===== src/rtl/instr_fetch_unit.sv =====
// rtl/instr_fetch_unit.sv - instruction fetch stage: PC, credit-limited imem requests, response FIFO, redirect flush
//
// Purpose:
//   Holds the fetch PC and issues in-order word requests to instruction memory.
//   Returned words are buffered in a FIFO_DEPTH-entry FIFO and handed to decode
//   with a valid/ready handshake. A redirect flushes the FIFO and drops every
//   response still in flight.
//
// Ports:
//   clk, reset                      single clock, synchronous active-high reset
//   imem_req_valid/addr/ready       fetch request channel (word-aligned address)
//   imem_rsp_valid/data             in-order response channel, no backpressure
//   redirect, redirect_pc           branch/jump taken, refetch from redirect_pc
//   instr_valid/instr/instr_pc      FIFO head to decode (NOP when empty)
//   instr_ready                     decode consumes the head
//   op, funct3, funct7b5            field slices of instr for the controller
//
// Optional feature (macro FETCH_PERF_CNT_EN):
//   fetch_stall_cnt  saturating count of cycles decode wanted a word but had none
//   redirect_cnt     saturating count of redirect cycles

module instr_fetch_unit #(
  parameter logic [31:0] RESET_PC   = 32'h0000_0000,
  parameter int unsigned FIFO_DEPTH = 2
) (
  input  logic        clk,
  input  logic        reset,
  output logic        imem_req_valid,
  output logic [31:0] imem_req_addr,
  input  logic        imem_req_ready,
  input  logic        imem_rsp_valid,
  input  logic [31:0] imem_rsp_data,
  input  logic        redirect,
  input  logic [31:0] redirect_pc,
  output logic        instr_valid,
  output logic [31:0] instr,
  output logic [31:0] instr_pc,
  input  logic        instr_ready,
  output logic [6:0]  op,
  output logic [2:0]  funct3,
`ifdef FETCH_PERF_CNT_EN
  output logic [31:0] fetch_stall_cnt,
  output logic [15:0] redirect_cnt,
`endif
  output logic        funct7b5
);

  localparam int unsigned PW  = $clog2(FIFO_DEPTH);
  localparam int unsigned CW  = $clog2(FIFO_DEPTH + 1);
  localparam logic [31:0] NOP = 32'h0000_0013;

  logic [31:0]   r_fetch_pc;
  logic [31:0]   r_resp_pc;
  logic [CW-1:0] r_count;
  logic [CW-1:0] r_outst;
  logic [CW-1:0] r_drop;
  logic [PW-1:0] r_rd_ptr;
  logic [PW-1:0] r_wr_ptr;
  logic [31:0]   r_word [FIFO_DEPTH];
  logic [31:0]   r_pc   [FIFO_DEPTH];

  logic          w_credit;
  logic          w_req_fire;
  logic          w_push;
  logic          w_pop;
  logic [31:0]   w_redirect_pc;
  logic          w_unused;

  // Buffered plus in-flight words never exceed the FIFO size, so every
  // response always has a slot waiting for it.
  assign w_credit       = (32'(r_count) + 32'(r_outst)) < FIFO_DEPTH;
  assign imem_req_valid = !reset && !redirect && w_credit;
  assign imem_req_addr  = r_fetch_pc;
  assign w_req_fire     = imem_req_valid && imem_req_ready;

  // A response landing in the redirect cycle belongs to the old stream.
  assign w_push = imem_rsp_valid && (r_drop == '0) && !redirect;

  assign instr_valid = (r_count != '0);
  assign w_pop       = instr_valid && instr_ready && !redirect;
  assign instr       = instr_valid ? r_word[r_rd_ptr] : NOP;
  // When empty, report the PC the next buffered word will carry.
  assign instr_pc    = instr_valid ? r_pc[r_rd_ptr] : r_resp_pc;

  assign op       = instr[6:0];
  assign funct3   = instr[14:12];
  assign funct7b5 = instr[30];

  assign w_redirect_pc = {redirect_pc[31:2], 2'b00};
  assign w_unused      = &{1'b0, redirect_pc[1:0]};

  always_ff @(posedge clk) begin
    if (reset) begin
      r_fetch_pc <= RESET_PC;
      r_resp_pc  <= RESET_PC;
      r_count    <= '0;
      r_outst    <= '0;
      r_drop     <= '0;
      r_rd_ptr   <= '0;
      r_wr_ptr   <= '0;
    end else begin
      // Every response retires one outstanding request, dropped or not.
      r_outst <= r_outst + CW'(w_req_fire) - CW'(imem_rsp_valid);
      if (redirect) begin
        r_fetch_pc <= w_redirect_pc;
        r_resp_pc  <= w_redirect_pc;
        // Everything still in flight after this edge is stale.
        r_drop     <= r_outst - CW'(imem_rsp_valid);
        r_count    <= '0;
        r_rd_ptr   <= '0;
        r_wr_ptr   <= '0;
      end else begin
        if (w_req_fire) begin
          r_fetch_pc <= r_fetch_pc + 32'd4;
        end
        if (imem_rsp_valid && (r_drop != '0)) begin
          r_drop <= r_drop - CW'(1);
        end
        if (w_push) begin
          r_resp_pc <= r_resp_pc + 32'd4;
          r_wr_ptr  <= r_wr_ptr + PW'(1);
        end
        if (w_pop) begin
          r_rd_ptr <= r_rd_ptr + PW'(1);
        end
        r_count <= r_count + CW'(w_push) - CW'(w_pop);
      end
    end
  end

  always_ff @(posedge clk) begin
    if (!reset && w_push) begin
      r_word[r_wr_ptr] <= imem_rsp_data;
      r_pc[r_wr_ptr]   <= r_resp_pc;
    end
  end

  always_ff @(posedge clk) begin
    if (!reset && w_push) begin
      assert (32'(r_count) < FIFO_DEPTH);
    end
  end

`ifdef FETCH_PERF_CNT_EN
  logic [31:0] r_stall_cnt;
  logic [15:0] r_redir_cnt;

  always_ff @(posedge clk) begin
    if (reset) begin
      r_stall_cnt <= '0;
      r_redir_cnt <= '0;
    end else begin
      if (instr_ready && !instr_valid && (r_stall_cnt != '1)) begin
        r_stall_cnt <= r_stall_cnt + 32'd1;
      end
      if (redirect && (r_redir_cnt != '1)) begin
        r_redir_cnt <= r_redir_cnt + 16'd1;
      end
    end
  end

  assign fetch_stall_cnt = r_stall_cnt;
  assign redirect_cnt    = r_redir_cnt;
`endif

endmodule


===== config.mk =====
export PLATFORM = sky130hd
export DESIGN_NAME = instr_fetch_unit
export DESIGN_NICKNAME = d
export VERILOG_FILES = /design/src/rtl/instr_fetch_unit.sv
export SDC_FILE = /design/constraint.sdc
export NUM_CORES = 1
export LEC_CHECK = 0
export CAP_MARGIN = 30
export CORE_MARGIN = 1.5
export CORE_UTILIZATION = 45
export DETAILED_ROUTE_END_ITERATION = 7
export GPL_TIMING_DRIVEN = 0
export PLACE_DENSITY = 0.75
export SLEW_MARGIN = 10
export SYNTH_ARGS = -nofsm -noshare
export SYNTH_HDL_FRONTEND = slang
export SYNTH_SLANG_ARGS = --single-unit

===== constraint.sdc =====
create_clock -name clk -period 6.7 [get_ports clk]
set_clock_uncertainty 0.1 [all_clocks]
set_input_delay 1.34 -clock clk [delete_from_list [all_inputs] [get_ports clk]]
set_output_delay 1.34 -clock clk [all_outputs]
set_load 0.02 [all_outputs]

# Word-level counts from Yosys, hierarchy flattened
# Memory sizes are Yosys's and may differ from the RTL's. A register that Yosys moved wholly into a read port is not among the register bits.
# Index checks and enable logic that the tools add are counted.
classes:
  reduce_logical: 18
  muxes: 14
  add_sub_neg: 11
  n_lt_le_gt_ge: 1
op_table:
  columns: ["op", "n"]
  rows:
  - ["32-bit two-way mux", 6]
  - ["32-bit by 3-bit adder with 32-bit output (second input constant)", 2]
  - ["2-bit nonzero test", 5]
  - ["1-bit logical AND", 9]
  - ["1-bit two-way mux", 6]
  - ["2-bit by 1-bit subtractor with 2-bit output", 3]
  - ["2-bit by 1-bit adder with 2-bit output", 2]
  - ["2-bit two-way mux", 2]
  - ["2-bit by 2-bit adder with 3-bit output", 1]
  - ["3-bit by 2-bit < comparator with 1-bit output (second input constant)", 1]
  - ["1-bit adder (second input constant)", 2]
  - ["1-bit logical NOT", 2]
  - ["2-bit logical NOT", 1]
  - ["2-bit OR reduction", 1]
  - ["2-bit by 1-bit subtractor with 2-bit output (second input constant)", 1]
totals:
  inputBits: 70
  mem_bits_rw: 128
  n_memories: 2
  regBits: 72
mem_list:
  columns: ["name", "words", "width", "read_ports", "rd_ports_with_merged_regs", "wr", "line_no", "text"]
  rows:
  - ["r_pc", 2, 32, 1, 1, 1, "60", "logic [31:0] r_pc [FIFO_DEPTH];"]
  - ["r_word", 2, 32, 1, 1, 1, "59", "logic [31:0] r_word [FIFO_DEPTH];"]

# Longest topological paths before layout
logic_depth:
  ltp_word: 6
  ltp_mapped: 12
  ltp_nobuf: 10

# Worst setup path after synthesis
# No wires, ideal clock.
synth_path:
  kind: "input port to flip-flop"
  from: "in reset"
  to: "mem r_pc[0][10] (enable)"
  slack_ns: 1.559
  t_arrival_ns: 4.558
  path_buffers: 1
  setup_ns: 0.482
  required_time_ns: 6.118
  path_stages: 3
  cell_sequence: "clkbuf_1 -> or3_1 -> nor2_1"
synth_between:
  elab_chain_len: 4
synth_lines:
  columns: ["item", "line_no", "text"]
  rows:
  - ["from (decl)", "27", "input logic reset,"]
  - ["1-bit logical NOT", null, null]
  - ["1-bit logical AND", null, null]
  - ["1-bit two-way mux", "132", "if (!reset && w_push) begin"]
  - ["1-bit two-way mux (implied by the code)", "134", "r_pc[r_wr_ptr] <= r_resp_pc;"]
  - ["to (decl)", "60", null]
# Every way passes these cells.

# Final worst setup path
layout_path:
  from: "reg r_count[1]"
  to: "out instr[30]"
layout_between:
  elab_chain_len: 2
layout_lines:
  columns: ["item", "line_no", "text"]
  rows:
  - ["from (decl)", "54", "logic [CW-1:0] r_count;"]
  - ["from (signal assigned)", "126", "r_count <= r_count + CW'(w_push) - CW'(w_pop);"]
  - ["2-bit nonzero test", "79", "assign instr_valid = (r_count != '0);"]
  - ["32-bit two-way mux", "81", "assign instr = instr_valid ? r_word[r_rd_ptr] : NOP;"]
  - ["to (decl)", "36", "output logic [31:0] instr,"]
# Every way passes these cells.

==> summary.txt <==
Status
  – Outcome: finished clean

Critical path
  – Critical Path Source Type: flop
  – Critical path fanouts, max: 10
  – CP Class: flop to output pin
  – WP data arrival: 2.98 ns
  – Setup crit end kind: output pin
  – CP Data Required Time: 5.26 ns

Global routing
  – Largest net degree at the start of global routing: 30
  – Vias in the first global route: 6,408
  – First-pass GRT wire length: 34,500 µm
  – Initial antenna violation count: 0
  – Overflow after GRT: 0
  – GRT Resource Usage Total: 22.2%

Clock network
  – Clock tree sinks: 193
  – Worst-path clk slew: 0.07 ns
  – Post-CTS setup repair buffer count: 0
  – Hold_buf cts: 0
  – Root buffer cell: clkbuf_16
  – Num CTS Buffers: 17
  – H-tree depth: 4
  – Clock latency on the worst-skew pair: ~0.43 ns
  – CTS tree: built
  – CTS Buffer Depth: 2
  – Quantity of gates resized following cts: 0

Logic synthesis
  – Synth Flop Type: edfxtp_1
  – Post-synth cell types: 56
  – Synth top area share: 42.8%
  – Synth Area per Inst: 11.4 µm²
  – Post-synth top cells: 124 x edfxtp_1, 69 x dfxtp_1, 68 x nand2_1
  – Synth area leader: edfxtp_1
  – Synthesized flop and latch total: 193
  – Fraction of registers with async set/reset: 0%
  – Most frequent cell after synthesis: edfxtp_1
  – Yosys warns: 0
  – Main area contributors after synthesis: edfxtp_1 43%, dfxtp_1 16%, mux2i_1 7.2%, nand2_1 2.9%, nor2_1 2.8%
  – Sequential area share after synthesis: between 50% and 60%
  – Mapped cell area: 0.00871 mm²
  – EDFF count, synth: 124
  – Cells after Synth: 767

Timing
  – Slew margin rel.: between 30% and 40%
  – Slew Viols, Final: 0
  – Fmax: 226 MHz
  – Setup-failing EPs final: 0
  – Hold Fails Final Rpt: 0
  – RSZ-0062 raised after global routing: no
  – Worst Tran Pin Value: 0.896 ns
  – Final Hold Slack: 0.431 ns
  – Final Critical Period: 4.42 ns
  – Setup TNS Final: 0 ns
  – Fin crit share: 65.9%

Floorplanning
  – Core area: 0.0188 mm²
  – Die Height: around 140 µm
  – DIE AREA: 0.0202 mm²
  – Width of the die: about 140 µm
  – Rows: 50
  – # IOs: approximately 180
  – Initial core utilization: about 46%

Placed design
  – Post-DP HPWL: 15,700 µm
  – Cell Area, Placed: ~0.011 mm²
  – RD Place Congestion: 0.902
  – Port bufs: 171

Layout
  – Ant diodes: 0
  – Finished Core Util: 60.7%
  – Layout cells sized above 1: 6.76%
  – Design area: 0.0114 mm²
  – # nets final: 1,043
  – Layout area overhead: 31.2%

Detailed routing
  – Via count: 6,633
  – Final wirelength: 22,000 µm
  – Uppermost routed layer: met4
  – Pre-antenna DRT Iters: 5
  – WL per Instance: around 18 µm
  – Initial drt markers: 494
  – Vias per cell: between 5 and 6
  – Met3 routed WL: 1610 µm
  – Met2 WL: 9850 µm
  – Drt drc: 0
  – DRT antenna net count: 0
  – Routed length on met1: 10,100 µm

Power and ir drop
  – Leak Pwr: between 3 and 4 nW
  – P per Cell Area: 236 mW/mm²
  – Clock power frac: 36.3%
  – Internal power: 2.02 mW
  – Logic gate share of total power: between 10% and 20%
  – Net Sw Power: 0.669 mW
  – Sw Ratio: 24.8%
  – Power Total: about 2.7 mW
  – Worst vdd ir: 0.153 mV
  – Sequential share of power: between 50% and 60%

Run
  – Max-cap violations: 0

Min path
  – Worst hold-check path type: flop to flop
==> registers in the layout, summed over array words and instances, names as in the netlist, named ones only <==
signal         cells
r_pc              60
r_drop             2
r_outst            2
imem_req_addr     30
r_word            64
r_count            2
r_resp_pc         30
r_rd_ptr           1
r_wr_ptr           1
==> cell type report <==
cell class                 count  area, µm²
clock inverter                14        138
buffer                        54        267
timing repair buffer         175       1800
multi-input combinational    500       3270
sequential                   193       5100
clock buffer                  18        429
inverter                      23       86.3
fill                        1515       7410
tap                          260        325
==> metal layers <==
layer | vias up | global-route usage [%]
met5 | - | 0
met4 | 0 | 8.19
met3 | 35 | 3.84
met2 | 318 | 34.2
met1 | 3100 | 31.5
li1 | 3180 | -
==> power by group through the flow <==
stage | clock, mW | combinational [mW] | sequential (mW)
floorplan | 0 | 0.168 | 1.39
global placement | 0 | 0.340 | 1.39
detailed placement | 0 | 0.349 | 1.39
CTS | 0.994 | 0.352 | 1.36
global route | 1.04 | 0.379 | 1.37
finish | 0.979 | 0.352 | 1.36
==> final timing paths <==
| path | from | cells after the start | slack, ns | to |
|---|---|---|---|---|
| max | r_count[1] | 6 | 2.28 | instr[30] |
| min | r_resp_pc[31] | 0 | 0.43 | r_pc[1][31] |
| max reg2reg | r_count[0] | 11 | 3.32 | r_outst[0] |
| min reg2reg | r_resp_pc[31] | 0 | 0.43 | r_pc[1][31] |
==> metrics by stage <==
stage                     cells  worst slack, ns
final                      1237             2.28
after global routing       1237             1.93
after CTS                  1237             2.14
after detailed placement   1205             2.39
after global placement     1201           -0.804
after floorplan             770             1.56
==> layout by cell type, fill, tap and decap left out, types with 4 or more instances in the layout <==
cell | synthesis | routed
clkinv_1 | 0 | 5
inv_1 | 23 | 23
ha_1 | 8 | 8
nor3_1 | 14 | 14
mux2i_1 | 63 | 63
and3_1 | 12 | 12
or3_1 | 4 | 4
dfxtp_1 | 69 | 69
buf_4 | 15 | 15
a21boi_0 | 19 | 19
nor4_1 | 10 | 10
nand4_1 | 18 | 18
a22oi_1 | 6 | 6
xnor2_1 | 27 | 27
o22ai_1 | 10 | 10
conb_1 | 1 | 4
edfxtp_1 | 124 | 124
clkdlybuf4s50_1 | 0 | 171
a21oi_1 | 28 | 28
xor2_1 | 25 | 25
a31oi_1 | 4 | 4
nand2_1 | 68 | 68
nand3_1 | 21 | 21
clkbuf_16 | 0 | 17
a211oi_1 | 14 | 14
buf_1 | 10 | 10
clkbuf_1 | 28 | 29
o21ai_0 | 34 | 34
nor2_1 | 66 | 64
==> logic make-up (layout without fill, tap and decap cells) <==
family / count (synthesis) / count (layout) / share of synthesized area (%)
AO/OA/AOI/OAI: 129 / 129 / 9.27
flip-flops: 193 / 193 / 58.6
buffers and inverters: 77 / 284 / 4.05
multiplexers: 66 / 66 / 7.63
other: 1 / 4 / 0.0431
AND/OR/NAND/NOR: 240 / 240 / 13.8
adder cells (fa/ha/maj): 9 / 9 / 1.38
XOR/XNOR: 52 / 52 / 5.23
==> worst max-delay path, stage by stage, from the launching register on <==
cell             delay (ns)
dfxtp_1                0.36
nor2_1                 0.58
clkbuf_1               0.41
clkbuf_1               0.42
nor2_1                 0.13
buf_4                  0.15
clkdlybuf4s50_1        0.52
No activity file was read; power rests on OpenSTA's default activity.
==> RTL change 1 (same flow settings) <==
The parameter `FIFO_DEPTH` goes from 2 to 4.
--- a/src/rtl/instr_fetch_unit.sv
+++ b/src/rtl/instr_fetch_unit.sv
@@ -21,7 +21,7 @@
 
 module instr_fetch_unit #(
   parameter logic [31:0] RESET_PC   = 32'h0000_0000,
-  parameter int unsigned FIFO_DEPTH = 2
+  parameter int unsigned FIFO_DEPTH = 4
 ) (
   input  logic        clk,
   input  logic        reset,
Check against the original RTL: not equivalent (Yosys sat finds a counterexample within 4 cycles, from zero or initial values and one cycle with reset high).
==> RTL change 1 against the unedited design <==
Total power grew 70%; critical endpoint is now instr_pc[15]; maximum frequency shrank 8.6%; synthesized area grew 58%; sequential cell count grew 130; routed wire length grew 39%; core utilization shrank 3.0 points; first-iteration DRC count grew 22%; sequential power grew 68%; setup slack lost 0.41 ns; design area grew 50%; sequential share of layout area grew 7.4 points.
==> RTL change 1: results (changes against the unedited design) <==
metric,value,unit,change
cts_buffer_depth,3,,+1
synth-adder-area-share,0.0175,,+0.00370
cp_slowest_cell,buf_1,,
clk_pin_slew,0.06,ns,
reg_top3,"r_word x128, r_pc x120",,
synth_edf_count,248,,+100%
grt_usage,0.196,,-0.0258
hold_start,imem_req_addr[3]$_SDFFE_PP0P_,,
nNetsFinal,1201,,+15%
critical_path_buf_inv_count,3,,-1
drt_iter0_drc,604,,+22%
drive_gt1_frac,0.167,,+0.0994
viasPerCell,5.55,,+3.6%
synth_compound_area_frac,0.0529,,-0.0398
dp_hpwl,20400,um,+30%
min_to,imem_req_addr[3]$_SDFFE_PP0P_,,
grt_pass1_wl,47000,um,+36%
synth_common_cells,"edfxtp_1 (248), dfxtp_1 (75), mux4_2 (62)",,
critPathMaxStageDelay,0.70,ns,+0.12 ns
cts_made_buffers,35,,+18
p_per_area,267,nW/um2,+13%
diodes,0,,unchanged
synth_xor_area_frac,0.0300,,-0.0223
ys_types,57,,+1.8%
reg2reg_from,r_outst[2]$_SDFF_PP0_,,
clk_latency,0.51,ns,+0.08 ns
power_leakage,5.66,nW,+50%
grt_pass1_vias,8371,,+31%
hold_path_depth,2,,+2
fillers,2325,,+53%
max_slew_margin,0.430,,+0.0331
cts-htree-levels,2,,-2
gp_congestion,0.860,,-4.7%
pre_cts_slack,2.08,ns,-0.316 ns
drt-total-wl,30500,um,+39%
avgSynthCellArea,15.3,um2,+35%
yosysSeqAreaShare,0.652,,+0.0655
avgRoutedWirePerCell,20.0,um,+12%
ys_top_cells_by_area,"edfxtp_1 (54%), dfxtp_1 (11%), mux4_2 (10%)",,
outcome,finished clean,,
muxShareOfSynthArea,0.129,,+0.0523
r2r_slack,3.53,ns,+0.21 ns
whs,0.432,ns,+0.00155 ns
ir_drop,0.000131,V,-14%
dp_cells,1466,,+22%
grt_start_max_net_pins,51,,+70%
-- RTL change 1: changes by cell type after synthesis, moves of 28 or more --
cell,delta
edfxtp_1,+124
mux4_2,+62
mux2i_1,-61
nor2_1,-37
nand2_1,-33
nor2b_1,+30
mux2_2,+28
o21ai_0,-28
-- RTL change 1: worst max path at each step --
stage | start | endpoint | slack (ns) | depth (start not counted)
4_1_cts | flip-flop | instr_pc[16] | 1.73 | 5
2_1_floorplan | imem_rsp_valid | r_pc[0][10]$_DFFE_PP_ | 2.56 | 4
3_5_place_dp | reset | imem_req_valid | 2.08 | 5
3_3_place_gp | imem_rsp_valid | r_word[0][6]$_DFFE_PP_ | 0.53 | 5
5_1_grt | flip-flop | instr_pc[13] | 1.61 | 5
6_report | flip-flop | instr_pc[15] | 1.87 | 5
-- RTL change 1: where the power goes --
group / total [mW] / switching, mW / internal, mW
clock network: 1.85 / 0.748 / 1.11
registers: 2.28 / 0.0628 / 2.21
logic: 0.461 / 0.236 / 0.225
total: 4.59 / 1.05 / 3.54
-- RTL change 1: area by class of cell --
cell class	instances	area share
multi-input combinational	484	0.256
clock buffer	44	0.0566
tap	390	0.0284
timing repair buffer	176	0.106
sequential	323	0.521
buffer	60	0.0168
clock inverter	18	0.00830
inverter	33	0.00721
-- RTL change 1: cell families (layout without fill, tap and decap cells) --
group,after synthesis,in the layout
flip-flops,323,323
buffers and inverters,93,331
AND/OR/NAND/NOR,216,216
other,1,4
adder cells (fa/ha/maj),18,18
XOR/XNOR,47,47
multiplexers,95,95
AO/OA/AOI/OAI,104,104
-- RTL change 1: metal layers --
metal,up-vias,GRT usage,wire length (um)
met3,47,0.0371,2160
met5,-,0,0
li1,3874,-,-
met4,0,0.0581,640
met1,4228,0.274,13500
met2,336,0.312,14200
==> RTL change 2 (same settings) <==
Without the edit above. Add a define of `FETCH_PERF_CNT_EN`.
--- a/src/rtl/instr_fetch_unit.sv
+++ b/src/rtl/instr_fetch_unit.sv
@@ -18,6 +18,8 @@
 // Optional feature (macro FETCH_PERF_CNT_EN):
 //   fetch_stall_cnt  saturating count of cycles decode wanted a word but had none
 //   redirect_cnt     saturating count of redirect cycles
+
+`define FETCH_PERF_CNT_EN
 
 module instr_fetch_unit #(
   parameter logic [31:0] RESET_PC   = 32'h0000_0000,
Formal check against the unedited RTL (old outputs only; new: fetch_stall_cnt and redirect_cnt): equivalent (Yosys induction, for registers that start in step).
==> RTL change 2 against the unedited design <==
Total power rose by 29%; sequential cell count rose by 48; combinational power rose by 8.5%; setup slack got worse by 0.19 ns; synthesized cell count rose by 36%; routed wire length rose by 35%; design area rose by 28%; clock power rose by 47%; synthesized area rose by 27%; largest power group unchanged; highest routed layer unchanged.
==> RTL change 2: results (changes against the unedited design) <==
metric,value,unit,change
fillers,1963,,+30%
intPower,2.65,mW,+31%
num-nonclk-buffers,296,,+29%
globalRouteMet1Util,0.286,,-0.0286
met3_length,2680,um,+67%
grt_pass1_wl,46700,um,+35%
utilization,0.606,,-0.000631
crit_fanout,7,,-3
wl_met1,12100,um,+20%
grt_start_max_net_pins,14,,-53%
yosysSeqAreaShare,0.550,,-0.0360
synth-seq-cells,241,,+25%
power_leakage,4.92,nW,+31%
critPathMaxStageDelay,0.74,ns,+0.16 ns
nNetsFinal,1387,,+33%
synth_compound_area_frac,0.112,,+0.0197
ys_types,59,,+5.4%
drt_iter0_drc,611,,+24%
dp_hpwl,21400,um,+36%
largest_register_ff_count,64,,unchanged
synth_xor_area_frac,0.0461,,-0.00622
outcome,finished clean,,
syn_to_final_growth,32.9,%,
wl_met2,14200,um,+44%
cts_buffer_depth,3,,+1
dp_cells,1602,,+33%
dpl_cell_area,13800,um2,+27%
synth_common_cells,"edfxtp_1 (124), dfxtp_1 (117), nand2_1 (92)",,
pg_comb,0.382,mW,+8.5%
cp_slowest_cell,clkdlybuf4s50_1,,
via_count,9201,,+39%
cts-htree-levels,1,,-3
seq_area_frac,0.414,,-0.0329
clockBufferCount,39,,+21
grt_usage,0.227,,+0.00496
numPortBuffers,219,,+28%
comb.multi_input.count,722,,+44%
grt_pass1_vias,8670,,+35%
multi_input_area_share,0.314,,+0.0271
viasPerCell,5.58,,+4.0%
muxShareOfSynthArea,0.0611,,-0.0152
p_clk,1.44,mW,+47%
ys_top_cells_by_area,"edfxtp_1 (34%), dfxtp_1 (21%), mux2i_1 (5.9%)",,
clk_share,0.0595,,+0.00991
finalPower,3.48,mW,+29%
antenna_found_initial,1,,+1
ir_drop,0.000179,V,+17%
inv_count,19,,-17%
cts_made_buffers,26,,+9
drt-total-wl,29600,um,+35%
first_pass_iters,6,,+1
hold_path_depth,2,,+2
buf_share,0.180,,-0.000645
worstMarginPinSlew,0.955,ns,+0.0583 ns
gp_congestion,0.889,,-1.4%
use_met3,0.0544,,+0.0161
register_area,6070,um2,+19%
cp.arrival,3.17,ns,+0.19 ns
cts_setup_buffers,0,,unchanged
use_met2,0.386,,+0.0439
## RTL change 2: changes by cell type after synthesis, sizes merged, moves of 14 or more
| cell | delta |
|---|---|
| nand3 | +20 |
| a21oi | +23 |
| or3 | +16 |
| nand2 | +24 |
| clkbuf | +14 |
| nor2 | +25 |
| dfxtp | +48 |
| nand4 | +20 |
| o21ai | +33 |
| a31oi | +14 |
## RTL change 2: final timing paths
| check | from | end | slack [ns] |
|---|---|---|---|
| setup / recovery | reset | imem_req_valid | 2.09 |
| hold / removal | fetch_stall_cnt[17]$_SDFFE_PP0P_ | fetch_stall_cnt[17]$_SDFFE_PP0P_ | 0.40 |
| setup reg to reg | r_count[0]$_SDFF_PP0_ | r_outst[0]$_SDFF_PP0_ | 3.44 |
| hold reg to reg | fetch_stall_cnt[17]$_SDFFE_PP0P_ | fetch_stall_cnt[17]$_SDFFE_PP0P_ | 0.40 |
